`src/rtl/pulse_generator_pkg.sv`:
```
// Shared constants and types for pulse_generator and its downstream timing monitor.
// The monitor defaults its expected timings from the generator constants defined here.
package pulse_generator_pkg;

  // Generator timing, in clock cycles.
  localparam int reset_delay_c = 4;
  localparam int start_delay_c = 3;
  localparam int pulse_width_c = 5;

  // Longest time the monitor waits in any state before giving up.
  localparam int mon_timeout_c = 1024;

  typedef enum logic [2:0] {
    WAIT_READY,
    ARMED,
    WAIT_PULSE,
    PULSE_HIGH,
    REPORT
  } mon_state_t;

  typedef struct packed {
    logic overlap;
    logic timeout;
    logic width;
    logic delay;
  } meas_err_t;

endpackage

```
`src/rtl/pulse_mon_counter.sv`:
```
// Saturating up-counter. Clear and enable together load 1, so the count can
// restart with the current cycle already included.
module pulse_mon_counter #(
  parameter int CNT_W = 16
) (
  input  logic             clk,
  input  logic             reset_n,
  input  logic             clear,
  input  logic             enable,
  output logic [CNT_W-1:0] count
);

  logic [CNT_W-1:0] base;

  always_comb begin
    base = clear ? '0 : count;
  end

  always_ff @(posedge clk or negedge reset_n) begin
    if (!reset_n) begin
      count <= '0;
    end else if (clear || enable) begin
      if (enable && (base != '1)) begin
        count <= base + CNT_W'(1);
      end else begin
        count <= base;
      end
    end
  end

endmodule

```
`src/rtl/pulse_timing_monitor.sv`:
```
// Measures the ready latency, start-to-pulse delay and pulse width of pulse_generator
// and checks each of them against the expected constants.
module pulse_timing_monitor
  import pulse_generator_pkg::*;
#(
  parameter int CNT_W     = 16,
  parameter int EXP_READY = reset_delay_c,
  parameter int EXP_DELAY = start_delay_c,
  parameter int EXP_WIDTH = pulse_width_c,
  parameter int TIMEOUT_C = mon_timeout_c
) (
  input  logic             clk,
  input  logic             reset_n,
  input  logic             start,
  input  logic             pulse_out,
  input  logic             pulse_generator_ready,
  output logic [CNT_W-1:0] ready_time,
  output logic             ready_time_valid,
  output logic             meas_valid,
  output logic [CNT_W-1:0] meas_delay,
  output logic [CNT_W-1:0] meas_width,
  output logic [3:0]       meas_err,
  output logic             any_err,
  output logic [CNT_W-1:0] pass_cnt,
  output logic [CNT_W-1:0] fail_cnt
);

  localparam logic [CNT_W-1:0] exp_ready_v = CNT_W'(EXP_READY);
  localparam logic [CNT_W-1:0] exp_delay_v = CNT_W'(EXP_DELAY);
  localparam logic [CNT_W-1:0] exp_width_v = CNT_W'(EXP_WIDTH);
  localparam logic [CNT_W-1:0] timeout_v   = CNT_W'(TIMEOUT_C);

  mon_state_t       state;
  logic             start_q;
  logic             pulse_q;
  logic             ready_q;
  logic             overlap_f;
  logic             timeout_f;

  logic             start_rise;
  logic             pulse_rise;
  logic             pulse_fall;
  logic             ready_rise;
  logic             ready_fall;
  logic             abort;

  logic [CNT_W-1:0] cnt;
  logic [CNT_W-1:0] cnt_inc;
  logic             cnt_clr;
  logic             cnt_en;
  logic             pass_en;
  logic             fail_en;
  meas_err_t        err_now;

  assign start_rise = start & ~start_q;
  assign pulse_rise = pulse_out & ~pulse_q;
  assign pulse_fall = ~pulse_out & pulse_q;
  assign ready_rise = pulse_generator_ready & ~ready_q;
  assign ready_fall = ~pulse_generator_ready & ready_q;
  assign abort      = ready_fall && (state != WAIT_READY);

  // Value the counter takes this cycle if incremented; captures use it so the
  // sampling cycle itself is included in the measurement.
  assign cnt_inc = (cnt == '1) ? cnt : cnt + CNT_W'(1);

  always_comb begin
    err_now         = '0;
    err_now.overlap = overlap_f;
    err_now.timeout = timeout_f;
    err_now.width   = (meas_width != exp_width_v);
    err_now.delay   = (meas_delay != exp_delay_v);
  end

  always_comb begin
    cnt_clr = 1'b0;
    cnt_en  = 1'b0;
    if (abort) begin
      cnt_clr = 1'b1;
    end else begin
      unique case (state)
        WAIT_READY: cnt_en = 1'b1;
        ARMED:      cnt_clr = start_rise;
        WAIT_PULSE: begin
          cnt_clr = pulse_rise;
          cnt_en  = 1'b1;
        end
        PULSE_HIGH: cnt_en = pulse_out;
        REPORT:     cnt_en = 1'b0;
        default:    cnt_clr = 1'b1;
      endcase
    end
  end

  assign pass_en = (state == REPORT) && !abort && !(|err_now);
  assign fail_en = (state == REPORT) && !abort && (|err_now);

  pulse_mon_counter #(.CNT_W(CNT_W)) u_meas_cnt (
    .clk     (clk),
    .reset_n (reset_n),
    .clear   (cnt_clr),
    .enable  (cnt_en),
    .count   (cnt)
  );

  pulse_mon_counter #(.CNT_W(CNT_W)) u_pass_cnt (
    .clk     (clk),
    .reset_n (reset_n),
    .clear   (1'b0),
    .enable  (pass_en),
    .count   (pass_cnt)
  );

  pulse_mon_counter #(.CNT_W(CNT_W)) u_fail_cnt (
    .clk     (clk),
    .reset_n (reset_n),
    .clear   (1'b0),
    .enable  (fail_en),
    .count   (fail_cnt)
  );

  // A ready drop outranks everything, including a pending REPORT.
  always_ff @(posedge clk or negedge reset_n) begin
    if (!reset_n) begin
      state            <= WAIT_READY;
      start_q          <= 1'b0;
      pulse_q          <= 1'b0;
      ready_q          <= 1'b0;
      overlap_f        <= 1'b0;
      timeout_f        <= 1'b0;
      ready_time       <= '0;
      ready_time_valid <= 1'b0;
      meas_valid       <= 1'b0;
      meas_delay       <= '0;
      meas_width       <= '0;
      meas_err         <= '0;
      any_err          <= 1'b0;
    end else begin
      start_q    <= start;
      pulse_q    <= pulse_out;
      ready_q    <= pulse_generator_ready;
      meas_valid <= 1'b0;
      if (abort) begin
        state            <= WAIT_READY;
        ready_time_valid <= 1'b0;
        overlap_f        <= 1'b0;
        timeout_f        <= 1'b0;
      end else begin
        unique case (state)
          WAIT_READY: begin
            if (ready_rise) begin
              ready_time       <= cnt_inc;
              ready_time_valid <= 1'b1;
              if (cnt_inc != exp_ready_v) any_err <= 1'b1;
              state <= ARMED;
            end else if (cnt_inc >= timeout_v) begin
              ready_time <= timeout_v;
              any_err    <= 1'b1;
              state      <= ARMED;
            end
          end
          ARMED: begin
            if (start_rise) begin
              overlap_f <= 1'b0;
              timeout_f <= 1'b0;
              state     <= WAIT_PULSE;
            end
          end
          WAIT_PULSE: begin
            if (start_rise) overlap_f <= 1'b1;
            if (pulse_rise) begin
              meas_delay <= cnt_inc;
              state      <= PULSE_HIGH;
            end else if (cnt_inc >= timeout_v) begin
              meas_delay <= timeout_v;
              meas_width <= timeout_v;
              timeout_f  <= 1'b1;
              state      <= REPORT;
            end
          end
          PULSE_HIGH: begin
            if (start_rise) overlap_f <= 1'b1;
            if (pulse_fall) begin
              meas_width <= cnt;
              state      <= REPORT;
            end else if (cnt_inc >= timeout_v) begin
              meas_width <= timeout_v;
              timeout_f  <= 1'b1;
              state      <= REPORT;
            end
          end
          REPORT: begin
            meas_valid <= 1'b1;
            meas_err   <= err_now;
            if (|err_now) any_err <= 1'b1;
            state <= ARMED;
          end
          default: state <= WAIT_READY;
        endcase
      end
    end
  end

endmodule

```
`config.mk`:
```
export PLATFORM = sky130hd
export DESIGN_NAME = pulse_timing_monitor
export DESIGN_NICKNAME = d
export VERILOG_FILES = /design/src/rtl/pulse_generator_pkg.sv /design/src/rtl/pulse_mon_counter.sv /design/src/rtl/pulse_timing_monitor.sv
export SDC_FILE = /design/constraint.sdc
export NUM_CORES = 1
export LEC_CHECK = 0
export CORE_MARGIN = 1.5
export CORE_UTILIZATION = 41
export CTS_CLUSTER_SIZE = 14
export DETAILED_ROUTE_END_ITERATION = 16
export HOLD_SLACK_MARGIN = 0.12
export PLACE_DENSITY = 0.67
export SLEW_MARGIN = 25
export SYNTH_ARGS = -nofsm -noshare
export SYNTH_HDL_FRONTEND = slang
export SYNTH_SLANG_ARGS = --single-unit
```
`constraint.sdc`:
```
create_clock -name clk -period 4.3 [get_ports clk]
set_clock_uncertainty 0.05 [all_clocks]
set_input_delay 0.43 -clock clk [delete_from_list [all_inputs] [get_ports clk]]
set_output_delay 0.43 -clock clk [all_outputs]
set_load 0.01 [all_outputs]
```
==> results_tabular.tex <==
\begin{tabular}{lr}
\hline
Metric & Value \\
\hline
\multicolumn{2}{l}{\textbf{Run status}} \\
\quad Outcome & complete, no violations \\
\multicolumn{2}{l}{\textbf{STA}} \\
\quad Max-slew headroom & 0.3698 \\
\quad Number of pins exceeding their max-slew limit in the final report & 0 \\
\quad Fin worst setup slack & 0.7197 ns \\
\quad Final-layout setup total negative slack & 0 ns \\
\quad Final critical delay including setup and external delays & 3.580 ns \\
\quad Count of final setup violators & 0 \\
\quad Measured slew at the worst slew-check pin & 0.9453 ns \\
\quad Final Cycle Share & 0.8326 \\
\quad RSZ-0062 raised after global routing & no \\
\quad Number of endpoints with negative hold slack in the final report & 0 \\
\quad Maximum clock rate & 279.3 MHz \\
\multicolumn{2}{l}{\textbf{Layout}} \\
\quad Antenna Diode Count & 0 \\
\quad Relative area change from synthesis to final layout & 23.58\% \\
\quad Area of the multi-input gates & 2552 um\^{}2 \\
\quad Sequential Area & 2778 um\^{}2 \\
\quad Number of nets in the layout & 614 \\
\quad Core Util, Final & 0.5185 \\
\quad Layout cells sized above 1 & 0.06721 \\
\quad Fill cells & 1,213 \\
\multicolumn{2}{l}{\textbf{Setup path}} \\
\quad Depth of the worst register-to-register path & 7 \\
\quad Category of the most critical setup path & reg -> reg \\
\quad Cell family contributing the most delay on the critical path & compound AO/OA/AOI/OAI gates \\
\quad Worst path bufs/invs & 0 \\
\quad Critical register-to-register path startpoint & u\_meas\_cnt.count[0] \\
\quad Endpoint class of the critical path & flop \\
\quad Cells traversed along the worst timing path & ha\_1, nand3\_1, nor4\_2, o41a\_1, nor3\_1, a21oi\_2, a41oi\_1 \\
\quad Crit-path slowest cell & sky130\_fd\_sc\_hd\_\_a21oi\_2 \\
\quad Data arrival time of the critical path & 3.69 ns \\
\quad Startpoint class of the critical path & flop \\
\quad Worst path max stage delay & 0.74 ns \\
\quad Slack of the worst reg-to-reg path & 0.72 ns \\
\quad Max FO, Critical Path & 18 \\
\quad Destination of the worst register-to-register timing path & meas\_width[3] \\
\quad Required time of the critical path & 4.41 ns \\
\multicolumn{2}{l}{\textbf{CTS}} \\
\quad Clock-pin slew of the registers on the worst-case setup and hold paths & 0.07 ns \\
\quad Maximum level of the CTS H-tree & 3 \\
\quad Clk root buf & sky130\_fd\_sc\_hd\_\_clkbuf\_16 \\
\quad Clock insertion delay at the later pin of the skew report & 0.35 ns \\
\quad CTS tree & built \\
\quad Total setup buffers inserted after CTS & 0 \\
\quad Clock Path Buffers & 2 \\
\quad CTS-repair resized insts & 0 \\
\quad Count of clock tree sinks & 111 \\
\quad Number of buffers added by the clock tree synthesis step & 9 \\
\multicolumn{2}{l}{\textbf{Power and ir drop}} \\
\quad Switching power & 1.010 mW \\
\quad Share of power burned in the clock network & 0.293 \\
\quad Sequential power share & 0.432 \\
\quad Switching share of power & 0.3272 \\
\quad Proportion of power drawn by combinational gates & 0.275 \\
\quad Cell-internal power & 2.076 mW \\
\quad Cell leakage power & 2.827 nW \\
\quad Cell area power density & 449.5 nW/um\^{}2 \\
\quad Worst IR drop on VDD & 0.2849 mV \\
\multicolumn{2}{l}{\textbf{Die}} \\
\quad Placement row count & 42 \\
\quad I/O pin cnt & 92 \\
\quad Std-Cell Core Area & 13,240 um\^{}2 \\
\quad Die X-Extent & 119.4 um \\
\quad Vertical extent of the die & 119.4 um \\
\quad Effective utilization at floorplan & 0.4196 \\
\quad Die area & 14,260 um\^{}2 \\
\multicolumn{2}{l}{\textbf{Placed design}} \\
\quad Setup slack at placement & 0.8047 ns \\
\quad Last weighted congestion value of the routability-driven placer & 0.8758 \\
\quad Final HPWL from detailed placement & 10.08 mm \\
\quad Buffers on Ports & 91 \\
\multicolumn{2}{l}{\textbf{Global routing}} \\
\quad Number of global-route vias before repair & 4,611 \\
\quad Tot GR Track Use & 0.2074 \\
\quad Wire length of the first global-routing pass & 23.76 mm \\
\quad Total overflow reported by the global router & 0 \\
\quad Maximum number of pins on one net before global-route repair & 49 \\
\quad Number of antenna violations at the first check in global routing & 0 \\
\multicolumn{2}{l}{\textbf{Worst hold path}} \\
\quad Worst Min Path Start & u\_fail\_cnt.count[11] \\
\quad Hold Path Stages & 1 \\
\quad Hold Path End & u\_fail\_cnt.count[11] \\
\quad Worst hold-check path type & reg -> reg \\
\multicolumn{2}{l}{\textbf{Logic synthesis}} \\
\quad Prevailing post-synth register cell & sky130\_fd\_sc\_hd\_\_dfrtp\_1 \\
\quad Post-synthesis average cell area & 10.39 um\^{}2 \\
\quad Cell variety after synth & 58 \\
\quad Combined area of all synthesized cells & 5557 um\^{}2 \\
\quad Synthesized flop and latch total & 111 \\
\quad Count of yosys warnings during synthesis & 0 \\
\quad Post-synth EDFFs & 0 \\
\quad Sequential cell area fraction in the yosys report & 0.4999 \\
\quad Proportion of register bits with asynchronous set or reset after synthesis & 1.000 \\
\quad Number of nets produced by synthesis & 544 \\
\quad Cell count after synthesis & 535 \\
\multicolumn{2}{l}{\textbf{Route}} \\
\quad Via density & 5.859 \\
\quad Number of remaining DRC errors & 0 \\
\quad Number of violations reported at the end of detailed-routing iteration 0 & 460 \\
\quad WL final & 14.24 mm \\
\quad Number of iterations in the first detailed-routing pass & 5 \\
\quad WL/cell & 18.11 um \\
\quad Post-route antenna net violation count & 0 \\
\quad Via count & 4,605 \\
\multicolumn{2}{l}{\textbf{Run}} \\
\quad MaxCap Viol Count & 0 \\
\hline
\end{tabular}
==> cells by family (layout without fill, tap and decap cells) <==
group	after synthesis	count (layout)	synth area share
AO/OA/AOI/OAI	114	114	0.1551
flip-flops	111	111	0.4999
buffers and inverters	48	123	0.04076
XOR/XNOR	48	48	0.07566
adder cells (fa/ha/maj)	4	4	0.009007
AND/OR/NAND/NOR	199	199	0.1982
multiplexers	11	11	0.02139
==> stage by stage <==
stage	std cells	hold slack, ns	area (um^2)	total power, mW
after floorplan	535	0.08441	5557	1.814
after global placement	769	0.2853	6534	2.171
after detailed placement	769	0.2971	6534	2.190
after CTS	786	0.4455	6867	3.103
after global routing	786	0.4711	6867	3.247
final	786	0.4392	6867	3.086
==> cells in the mapped netlist, types with 11 or more instances <==
| cell type | instances | area share |
|---|---|---|
| sky130_fd_sc_hd__a21oi_1 | 25 | 0.023 |
| sky130_fd_sc_hd__a22o_1 | 21 | 0.033 |
| sky130_fd_sc_hd__a41oi_1 | 16 | 0.025 |
| sky130_fd_sc_hd__and3_1 | 11 | 0.012 |
| sky130_fd_sc_hd__clkbuf_1 | 22 | 0.015 |
| sky130_fd_sc_hd__dfrtp_1 | 111 | 0.50 |
| sky130_fd_sc_hd__nand2_1 | 41 | 0.028 |
| sky130_fd_sc_hd__nand3_1 | 26 | 0.023 |
| sky130_fd_sc_hd__nand4_1 | 16 | 0.018 |
| sky130_fd_sc_hd__nor2_1 | 30 | 0.020 |
| sky130_fd_sc_hd__nor4_1 | 11 | 0.012 |
| sky130_fd_sc_hd__o21ai_0 | 13 | 0.012 |
| sky130_fd_sc_hd__xnor2_1 | 41 | 0.065 |
==> power groups by stage <==
stage | Combinational, mW | Sequential, mW | Clock (mW)
floorplan | 0.493 | 1.32 | 0
global placement | 0.826 | 1.35 | 0
detailed placement | 0.842 | 1.35 | 0
CTS | 0.848 | 1.33 | 0.924
global route | 0.925 | 1.36 | 0.964
finish | 0.849 | 1.33 | 0.903
==> layout by cell type (no fill, tap or decap), types with 13 or more instances in the layout <==
cell / count
sky130_fd_sc_hd__a21oi_1: 25
sky130_fd_sc_hd__a22o_1: 21
sky130_fd_sc_hd__a41oi_1: 16
sky130_fd_sc_hd__clkdlybuf4s50_1: 90
sky130_fd_sc_hd__dfrtp_1: 111
sky130_fd_sc_hd__nand2_1: 41
sky130_fd_sc_hd__nand3_1: 26
sky130_fd_sc_hd__nand4_1: 16
sky130_fd_sc_hd__nor2_1: 30
sky130_fd_sc_hd__o21ai_0: 13
sky130_fd_sc_hd__xnor2_1: 41
==> sequential cells by signal, summed over array words and instances, names as in the netlist <==
| signal | cells |
|---|---|
| overlap_f | 1 |
| start_q | 1 |
| u_meas_cnt.count | 16 |
| u_pass_cnt.count | 16 |
| pulse_q | 1 |
| u_fail_cnt.count | 16 |
| meas_width | 16 |
| meas_err | 4 |
| ready_time_valid | 1 |
| ready_q | 1 |
| any_err | 1 |
| timeout_f | 1 |
| state | 3 |
| meas_valid | 1 |
| meas_delay | 16 |
| ready_time | 16 |
==> how the worst max path moves through the flow <==
| stage | startpoint | depth (start not counted) | endpoint |
|---|---|---|---|
| floorplan | start | 10 | u_meas_cnt.count[13] |
| global route | u_meas_cnt.count[0] | 7 | meas_width[13] |
| CTS | u_meas_cnt.count[0] | 7 | meas_width[3] |
| detailed placement | u_meas_cnt.count[0] | 7 | meas_width[3] |
| finish | u_meas_cnt.count[0] | 7 | meas_width[3] |
| global placement | u_meas_cnt.count[0] | 7 | meas_width[3] |
==> worst reg2reg max path: cells and delay by family (launching register included) <==
family | cells | cell delay [ns]
and+or+nand+nor | 3 | 1.12
AOI/OAI and AO/OA | 3 | 1.40
adders and majority gates | 1 | 0.28
DFF | 1 | 0.54
==> metal layers <==
layer  global-route usage  wire length, um  up-vias
met5                    0                0        -
met1               0.2832             6333     2264
li1                     -                -     2111
met2               0.3277             6681      191
met3              0.04215              842       39
met4              0.07664              377        0
==> area by class of cell <==
type,count,share of cell area
Timing Repair Buffer,97,0.1392
Inverter,10,0.005466
Clock inverter,6,0.01367
Sequential cell,111,0.4045
Multi-Input combinational cell,376,0.3717
Tap cell,176,0.03207
Clock buffer,10,0.03335
==> timing repair <==
action,4_1_cts,5_1_grt
setup endpoints to repair,0,0
hold endpoints to repair,21,0
hold buffers,1,0
Note: power is estimated with default switching activity, not from simulation.
